### config.mk
export PLATFORM = sky130hd
export DESIGN_NAME = vote_tally
export DESIGN_NICKNAME = d
export VERILOG_FILES = /design/src/rtl/vote_tally.sv
export SDC_FILE = /design/constraint.sdc
export NUM_CORES = 1
export LEC_CHECK = 0
export CAP_MARGIN = 20
export CELL_PAD_IN_SITES_DETAIL_PLACEMENT = 0
export CELL_PAD_IN_SITES_GLOBAL_PLACEMENT = 1
export CORE_ASPECT_RATIO = 1.1
export CORE_MARGIN = 4
export CORE_UTILIZATION = 29
export CTS_CLUSTER_DIAMETER = 40
export DETAILED_ROUTE_END_ITERATION = 16
export HOLD_SLACK_MARGIN = 0.08
export PLACE_DENSITY_LB_ADDON = 0.1
export SLEW_MARGIN = 5
export SYNTH_ARGS = -nofsm -noshare
export SYNTH_HDL_FRONTEND = slang
export SYNTH_SLANG_ARGS = --single-unit
### constraint.sdc
create_clock -name clk -period 2.7 [get_ports clk]
set_input_delay 0.27 -clock clk [delete_from_list [all_inputs] [get_ports clk]]
set_output_delay 0.27 -clock clk [all_outputs]
set_load 0.02 [all_outputs]
### src/rtl/vote_tally.sv
`default_nettype none
// ============================================================================
//  Module      : vote_tally
//  Description : Voting-machine front end. Captures candidate selection and
//                cast presses, keeps one 4-digit BCD tally per candidate and
//                drives the value/mode inputs of a 4-digit 7-segment decoder.
//  Revision    : 1.0  initial release
// ============================================================================
module vote_tally #(
  parameter int NUM_CAND    = 4,
  parameter int CONF_CYCLES = 50000000
) (
  input  logic                clk,
  input  logic                rst_n,
  input  logic [NUM_CAND-1:0] vote_btn,
  input  logic                cast_btn,
  input  logic                view_en,
  input  logic [1:0]          view_sel,
  output logic [16:0]         disp_value,
  output logic [2:0]          disp_mode,
  output logic                vote_ok,
  output logic [NUM_CAND-1:0] sat
);

  // Timer only ever holds CONF_CYCLES-1 down to 0.
  localparam int               TMR_W    = (CONF_CYCLES > 1) ? $clog2(CONF_CYCLES) : 1;
  localparam logic [TMR_W-1:0] TMR_LOAD = TMR_W'(CONF_CYCLES - 1);

  localparam logic [1:0] ST_IDLE    = 2'd0;
  localparam logic [1:0] ST_SELECT  = 2'd1;
  localparam logic [1:0] ST_COMMIT  = 2'd2;
  localparam logic [1:0] ST_CONFIRM = 2'd3;

  localparam logic [2:0] MODE_NUM   = 3'b111;
  localparam logic [2:0] MODE_CONF  = 3'b101;
  localparam logic [2:0] MODE_BLANK = 3'b000;

  localparam logic [15:0] CNT_MAX = 16'h9999;

  logic [1:0]          state;
  logic [1:0]          sel;
  logic [TMR_W-1:0]    timer;
  logic [NUM_CAND-1:0] vote_q;
  logic                cast_q;
  logic [15:0]         cnt [NUM_CAND];

  logic [NUM_CAND-1:0] vote_rise;
  logic                cast_rise;
  logic [2:0]          rise_cnt;
  logic [1:0]          rise_idx;
  logic                one_rise;
  logic                any_rise;
  logic [15:0]         cnt_sel;
  logic [15:0]         cnt_view;

  // BCD increment with per-digit carry; saturates at 9999.
  function automatic logic [15:0] bcd_inc(input logic [15:0] v);
    logic [15:0] r;
    logic        carry;
    r     = v;
    carry = 1'b1;
    if (v != CNT_MAX) begin
      for (int d = 0; d < 4; d++) begin
        if (carry) begin
          if (r[d*4 +: 4] == 4'd9) begin
            r[d*4 +: 4] = 4'd0;
          end else begin
            r[d*4 +: 4] = r[d*4 +: 4] + 4'd1;
            carry       = 1'b0;
          end
        end
      end
    end
    return r;
  endfunction

  assign vote_rise = vote_btn & ~vote_q;
  assign cast_rise = cast_btn & ~cast_q;
  assign one_rise  = (rise_cnt == 3'd1);
  assign any_rise  = |vote_rise;
  assign vote_ok   = (state == ST_COMMIT);

  // Count simultaneous vote rises and remember which button rose.
  always_comb begin
    rise_cnt = 3'd0;
    rise_idx = 2'd0;
    for (int i = 0; i < NUM_CAND; i++) begin
      if (vote_rise[i]) begin
        rise_cnt = rise_cnt + 3'd1;
        rise_idx = 2'(i);
      end
    end
  end

  // Counter muxes; an out-of-range view index reads as 0000.
  always_comb begin
    cnt_sel  = 16'h0000;
    cnt_view = 16'h0000;
    for (int i = 0; i < NUM_CAND; i++) begin
      if (sel == 2'(i))      cnt_sel  = cnt[i];
      if (view_sel == 2'(i)) cnt_view = cnt[i];
    end
  end

  // Button history tracks the inputs every cycle, reset included, so a
  // button held across reset leaves no pending edge afterwards.
  always_ff @(posedge clk) begin
    vote_q <= vote_btn;
    cast_q <= cast_btn;
  end

  // Selection / commit / confirm-banner state machine.
  always_ff @(posedge clk) begin
    if (!rst_n) begin
      state <= ST_IDLE;
      sel   <= 2'd0;
      timer <= '0;
    end else begin
      case (state)
        ST_IDLE: begin
          if (one_rise) begin
            sel   <= rise_idx;
            state <= ST_SELECT;
          end
        end
        ST_SELECT: begin
          if (any_rise) begin
            if (one_rise) sel <= rise_idx;
          end else if (cast_rise) begin
            state <= ST_COMMIT;
          end
        end
        ST_COMMIT: begin
          timer <= TMR_LOAD;
          state <= ST_CONFIRM;
        end
        ST_CONFIRM: begin
          if (timer == '0) begin
            state <= ST_IDLE;
            sel   <= 2'd0;
          end else begin
            timer <= timer - 1'b1;
          end
        end
        default: state <= ST_IDLE;
      endcase
    end
  end

  // Tally update: the selected counter advances during COMMIT only.
  always_ff @(posedge clk) begin
    if (!rst_n) begin
      for (int i = 0; i < NUM_CAND; i++) cnt[i] <= 16'h0000;
    end else if (state == ST_COMMIT) begin
      for (int i = 0; i < NUM_CAND; i++) begin
        if (sel == 2'(i)) cnt[i] <= bcd_inc(cnt[i]);
      end
    end
  end

  // Saturation flags, one cycle behind the counters.
  always_ff @(posedge clk) begin
    if (!rst_n) begin
      sat <= '0;
    end else begin
      for (int i = 0; i < NUM_CAND; i++) sat[i] <= (cnt[i] == CNT_MAX);
    end
  end

  // Registered decoder drive derived from the current state and counters.
  always_ff @(posedge clk) begin
    if (!rst_n) begin
      disp_value <= 17'd0;
      disp_mode  <= MODE_BLANK;
    end else begin
      case (state)
        ST_IDLE: begin
          if (view_en) begin
            disp_value <= {1'b0, cnt_view};
            disp_mode  <= MODE_NUM;
          end else begin
            disp_value <= 17'd0;
            disp_mode  <= MODE_BLANK;
          end
        end
        ST_SELECT: begin
          disp_value <= {14'd0, {1'b0, sel} + 3'd1};
          disp_mode  <= MODE_NUM;
        end
        ST_COMMIT: begin
          disp_value <= {1'b0, cnt_sel};
          disp_mode  <= MODE_NUM;
        end
        ST_CONFIRM: begin
          disp_value <= 17'd0;
          disp_mode  <= MODE_CONF;
        end
        default: begin
          disp_value <= 17'd0;
          disp_mode  <= MODE_BLANK;
        end
      endcase
    end
  end

endmodule
`default_nettype wire

**Word level (Yosys, flattened, before mapping)**

Memory sizes are Yosys's and may differ from the RTL's.
Cells that the tools add are included.

- $add $sub $neg: 21
- Equal/unequal tests: 40
- Mux-type cells: 162
- Bitwise operators: 8
- Reductions and logical operators: 11

Operators by type and width:

| operator | count |
|---|---|
| $mux W16 | 29 |
| $mux W4 | 28 |
| $mux W1 | 87 |
| $pmux W17 S4 | 1 |
| $add A4 B1 Y4 const B | 16 |
| $eq A16 B16 Y1 const B | 4 |
| $eq A4 B4 Y1 const B | 16 |
| $ne A16 B16 Y1 const B | 4 |
| $pmux W26 S2 | 1 |
| $logic_not A26 Y1 | 1 |
| $mux W26 | 1 |
| $sub A26 B1 Y26 const B | 1 |
| $mux W2 | 8 |
| $eq A2 B2 Y1 const B | 6 |
| $mux W3 | 4 |
| $ne A2 B2 Y1 const B | 6 |
| $add A3 B1 Y3 const B | 3 |
| $pmux W3 S3 | 1 |
| $pmux W2 S4 | 1 |
| $eq A2 B1 Y1 const B | 3 |
| $logic_not A2 Y1 | 3 |
| $pmux W2 S3 | 1 |
| $and A4 B4 Y4 | 1 |
| $not A4 Y4 | 1 |
| 12 further kinds | 15 |

- Flip-flop bits (word level): 59
- Bits in writable memories: 64
- Bits of input ports: 10
- Logic and storage cells: 251
- Memories kept: 1

Memories:

| memory | words | bits a word | read ports | clocked after memory_dff | write ports | RTL line | source |
|---|---|---|---|---|---|---|---|
| cnt | 4 | 16 | 4 | 0 | 4 | 45 | `logic [15:0] cnt [NUM_CAND];` |

**Depth between registers and ports, before layout**

An unclocked memory read counts as a cell.

- Depth in word-level cells: 23
- Gate-level depth with buffers: 10

**Least setup slack after synthesis**

Ideal clock, no wire load.

- Path kind: flip-flop to flip-flop
- Start: register timer[0]
- End: register state[0]
- Setup time: 0.116 ns
- Arrival time: 2.505 ns
- Required time: 2.584 ns
- Slack: 0.078 ns
- Stages on the path, launching flop included: 9
- Path buffers: 1
- Period minus slack after synthesis: 2.622 ns
- Cell sequence: dfxtp_1 > inv_1 > ha_1 > or4b_4 > or4b_1 > buf_2 > o21a_4 > or4_1 > o211a_1

- Word-level cells in the longest chain between the ends: 3

Ends and longest elaborated chain:

| item | RTL line | source |
|---|---|---|
| from (decl) | 42 | `logic [TMR_W-1:0] timer;` |
| from (signal assigned) | 142 | `timer <= timer - 1'b1;` |
| $logic_not A26 Y1 | 138 | `if (timer == '0) begin` |
| $ne A2 B2 Y1 (no line) | n/a |  |
| $reduce_and A4 Y1 (no line) | n/a |  |
| to (signal assigned) | 135 | `state <= ST_CONFIRM;` |
| to (signal assigned) | 139 | `state <= ST_IDLE;` |
| to (signal assigned) | 145 | `default: state <= ST_IDLE;` |
| to (decl) | 40 | `logic [1:0] state;` |

No other way between the ends.
A chain may end at the register's enable or synchronous reset.

**Worst setup path in the final report**

Same ends and word-level chain as after synthesis.

==> flow_summary.ini <==
[run_status]
outcome = finished, final reports clean

[sta]
drv_slew = 0
fmax_mhz = 383
tightest_slew_ns = 0.619
fin_tns_setup_ns = 0
rsz0062_at_grt = false
slew_headroom = 0.583
period_needed_ns = 2.61
finalSetupViolations = 0
clock-skew-final_ns = 0.0104
hold_violations = 0
hold_slack_ns = 0.325
min_period_over_period = 0.968

[critical_path]
r2r_slack_ns = 0.09
crit_arrival_ns = 2.92
crit_path_end_kind = flop
cp.required_ns = 3.01
critPathLaunch = timer[0]
ff2ff_path_depth = 7
crit_end = state[0]
timing.rr.end = state[0]
regToRegStartpoint = timer[0]
timing_worst_setup_path_type = flop to flop
crit_path_start_kind = flop
worst-path-max-fanout = 5

[power]
power.share.combinational = 0.409
intPower_uw = 5160
peakVddDrop_v = 0.000411
power_density_nw_per_um2 = 980
netSwitchingPower_uw = 3210
pwr-share-seq = 0.321
p_leak_uw = 0.00313
p_clk_frac = 0.270
switching_share = 0.383
power.total_uw = 8380

[synthesis]
async_reset_ff_frac = 0
synth.net_count = 757
ys_seq_area_frac = 0.437
synth_edf_count = 64
post-synth-top-area-cell = edfxtp_1
synth-seq-cells = 121
ys_top_cells_by_area = edfxtp_1 27%, dfxtp_1 16%, ha_1 7.9%
netlist_instances = 703
syn_area_per_cell_um2 = 9.97
synth_cell_types = 57
synth_warnings = 0
synth_area_um2 = 7010
yosys.area.top_type_share = 0.274
synthFlopType = edfxtp_1

[worst_hold_path]
hp-class = input port to flop
min_path_cells = 1

[global_route]
antenna_found_initial = 0
grt_pass1_wl_um = 30300
grt_max_degree = 33
grt_pass1_vias = 5500
grtUsageTotal = 0.146
overflow = 0

[clock_network]
cts_root_buf = clkbuf_16
numCtsBuffers = 17
cts.repair.resized = 0
clk_pin_slew_ns = 0.06
clk_latency_ns = 0.42
tritoncts = yes
hold_buffers = 0
ctsHtreeMaxLevel = 4
cts_buffer_depth = 2
post_cts_buffers = 0
cts.sink_count = 121

[floorplanning]
die_h_um = 171
ioPinCount = 35
rows = 59
die_area_um2 = 26700
die_w_um = 156
start_util = 0.296
core-area_um2 = 23700

[final_layout]
antenna_cells = 0
area_growth_pct = 22.0
num-nets-final = 824
finalCoreUtilization = 0.361
drive_above_1_share = 0.138

[route]
first_pass_iters = 4
vias = 5558
drtAntennaViolNets = 0
first_iter_violations = 337
wl_per_cell_um = 17.7
drc = 0
vias_per_cell = 5.11
drt_wl_total_um = 19200

[job]
drv_cap = 0

[placement]
dp_hpwl_um = 14400
place_congestion = 0.803
io_buffers = 33
-- routing by layer --
layer	global-route usage	part of all wire	up-vias
li1	-	-	2737
met1	0.183	0.45	2706
met2	0.246	0.49	94
met3	0.0309	0.032	21
met4	0.0574	0.025	0
met5	0	0	-
-- worst max-delay path: stages (launching register included) --
cell and delay (ns):
dfxtp_1 0.34, inv_1 0.07, ha_1 0.16, or4b_4 0.47, or4b_1 0.56, o21a_4 0.27, or4_1 0.48, o211a_1 0.14
-- Yosys cell counts, types with 5 or more instances --
cell / count
o21ai_0: 13
and3b_1: 6
dfxtp_1: 57
xnor2_1: 23
and3_1: 7
nand2b_1: 5
a211oi_1: 13
edfxtp_1: 64
nand3b_1: 13
a22oi_1: 13
clkbuf_1: 27
or3_1: 7
nand3_1: 20
o31ai_1: 24
and2_1: 8
nor3_1: 17
a221oi_1: 13
nand2_1: 45
a21oi_1: 20
nor2b_1: 24
inv_1: 29
nor2_1: 91
nor4_1: 11
ha_1: 44
mux4_2: 16
xor2_1: 20
a311oi_1: 6
or4_1: 9
-- power groups by stage --
stage,Clock [uW],Sequential (uW),Combinational [uW]
6_report,2260,2680,3430
5_1_grt,2410,2730,3810
4_1_cts,2340,2690,3400
3_5_place_dp,0,2720,3380
3_3_place_gp,0,2710,3360
2_1_floorplan,0,2650,2140
-- worst min path at each step --
stage / end / from
after floorplan: cast_q / cast_btn
after global placement: timer[24] / timer[24]
after detailed placement: timer[24] / timer[24]
after CTS: vote_q[1] / vote_btn[1]
after global routing: vote_q[1] / vote_btn[1]
final: vote_q[0] / vote_btn[0]
-- cells by family after synthesis --
kind of cell	synth area share
AOI/OAI and AO/OA	0.132
xor gates and xnor gates	0.0537
adders and majority gates	0.0785
buffers and inverters	0.0364
DFF	0.437
muxes	0.0528
other	0.000535
and+or+nand+nor	0.209
-- cell usage in the layout (no fill, tap or decap), drive strengths merged, types with 4 or more instances in the layout --
cell type      instances
nor3                  17
a211oi                13
a311oi                 6
or2                    4
nand2                 45
xnor2                 23
ha                    44
dfxtp                 57
a22oi                 13
nand3b                13
clkinv                 9
nor2b                 24
nand3                 20
and3                   7
and3b                  6
clkbuf                18
or3                    7
edfxtp                64
mux4                  16
xor2                  20
nor4                  11
o21ai                 13
nand2b                 5
a31oi                  4
nor2                  91
a221oi                13
and2                   8
a21oi                 20
or4                    9
nand4                  4
clkdlybuf4s50         33
inv                   30
o31ai                 24
buf                   51
-- cell type report --
| cell class | count | area [um2] |
|---|---|---|
| Tap cell | 305 | 382 |
| Clock inverter | 14 | 151 |
| Fill cell | 2372 | 15100 |
| Clock buffer | 18 | 429 |
| Sequential cell | 121 | 3060 |
| Multi-Input combinational cell | 517 | 3700 |
| Inverter | 29 | 109 |
| Timing Repair Buffer | 84 | 713 |
-- stage by stage --
stage / std cells / worst slack [ns] / cell area (um2)
3_5_place_dp: 1056 / -0.188 / 7960
6_report: 1088 / 0.0863 / 8550
4_1_cts: 1088 / 0.0895 / 8540
2_1_floorplan: 703 / 0.0784 / 7010
5_1_grt: 1088 / 0.00442 / 8550
3_3_place_gp: 1056 / -0.0953 / 7960
-- sequential cells by signal, indices dropped and copies added, names as in the netlist --
name and count:
cast_q 1, sel 2, state 2, sat 4, vote_q 4, cnt 64
disp_mode 2, timer 26, disp_value 16
Note: power is estimated with default switching activity, not from simulation.
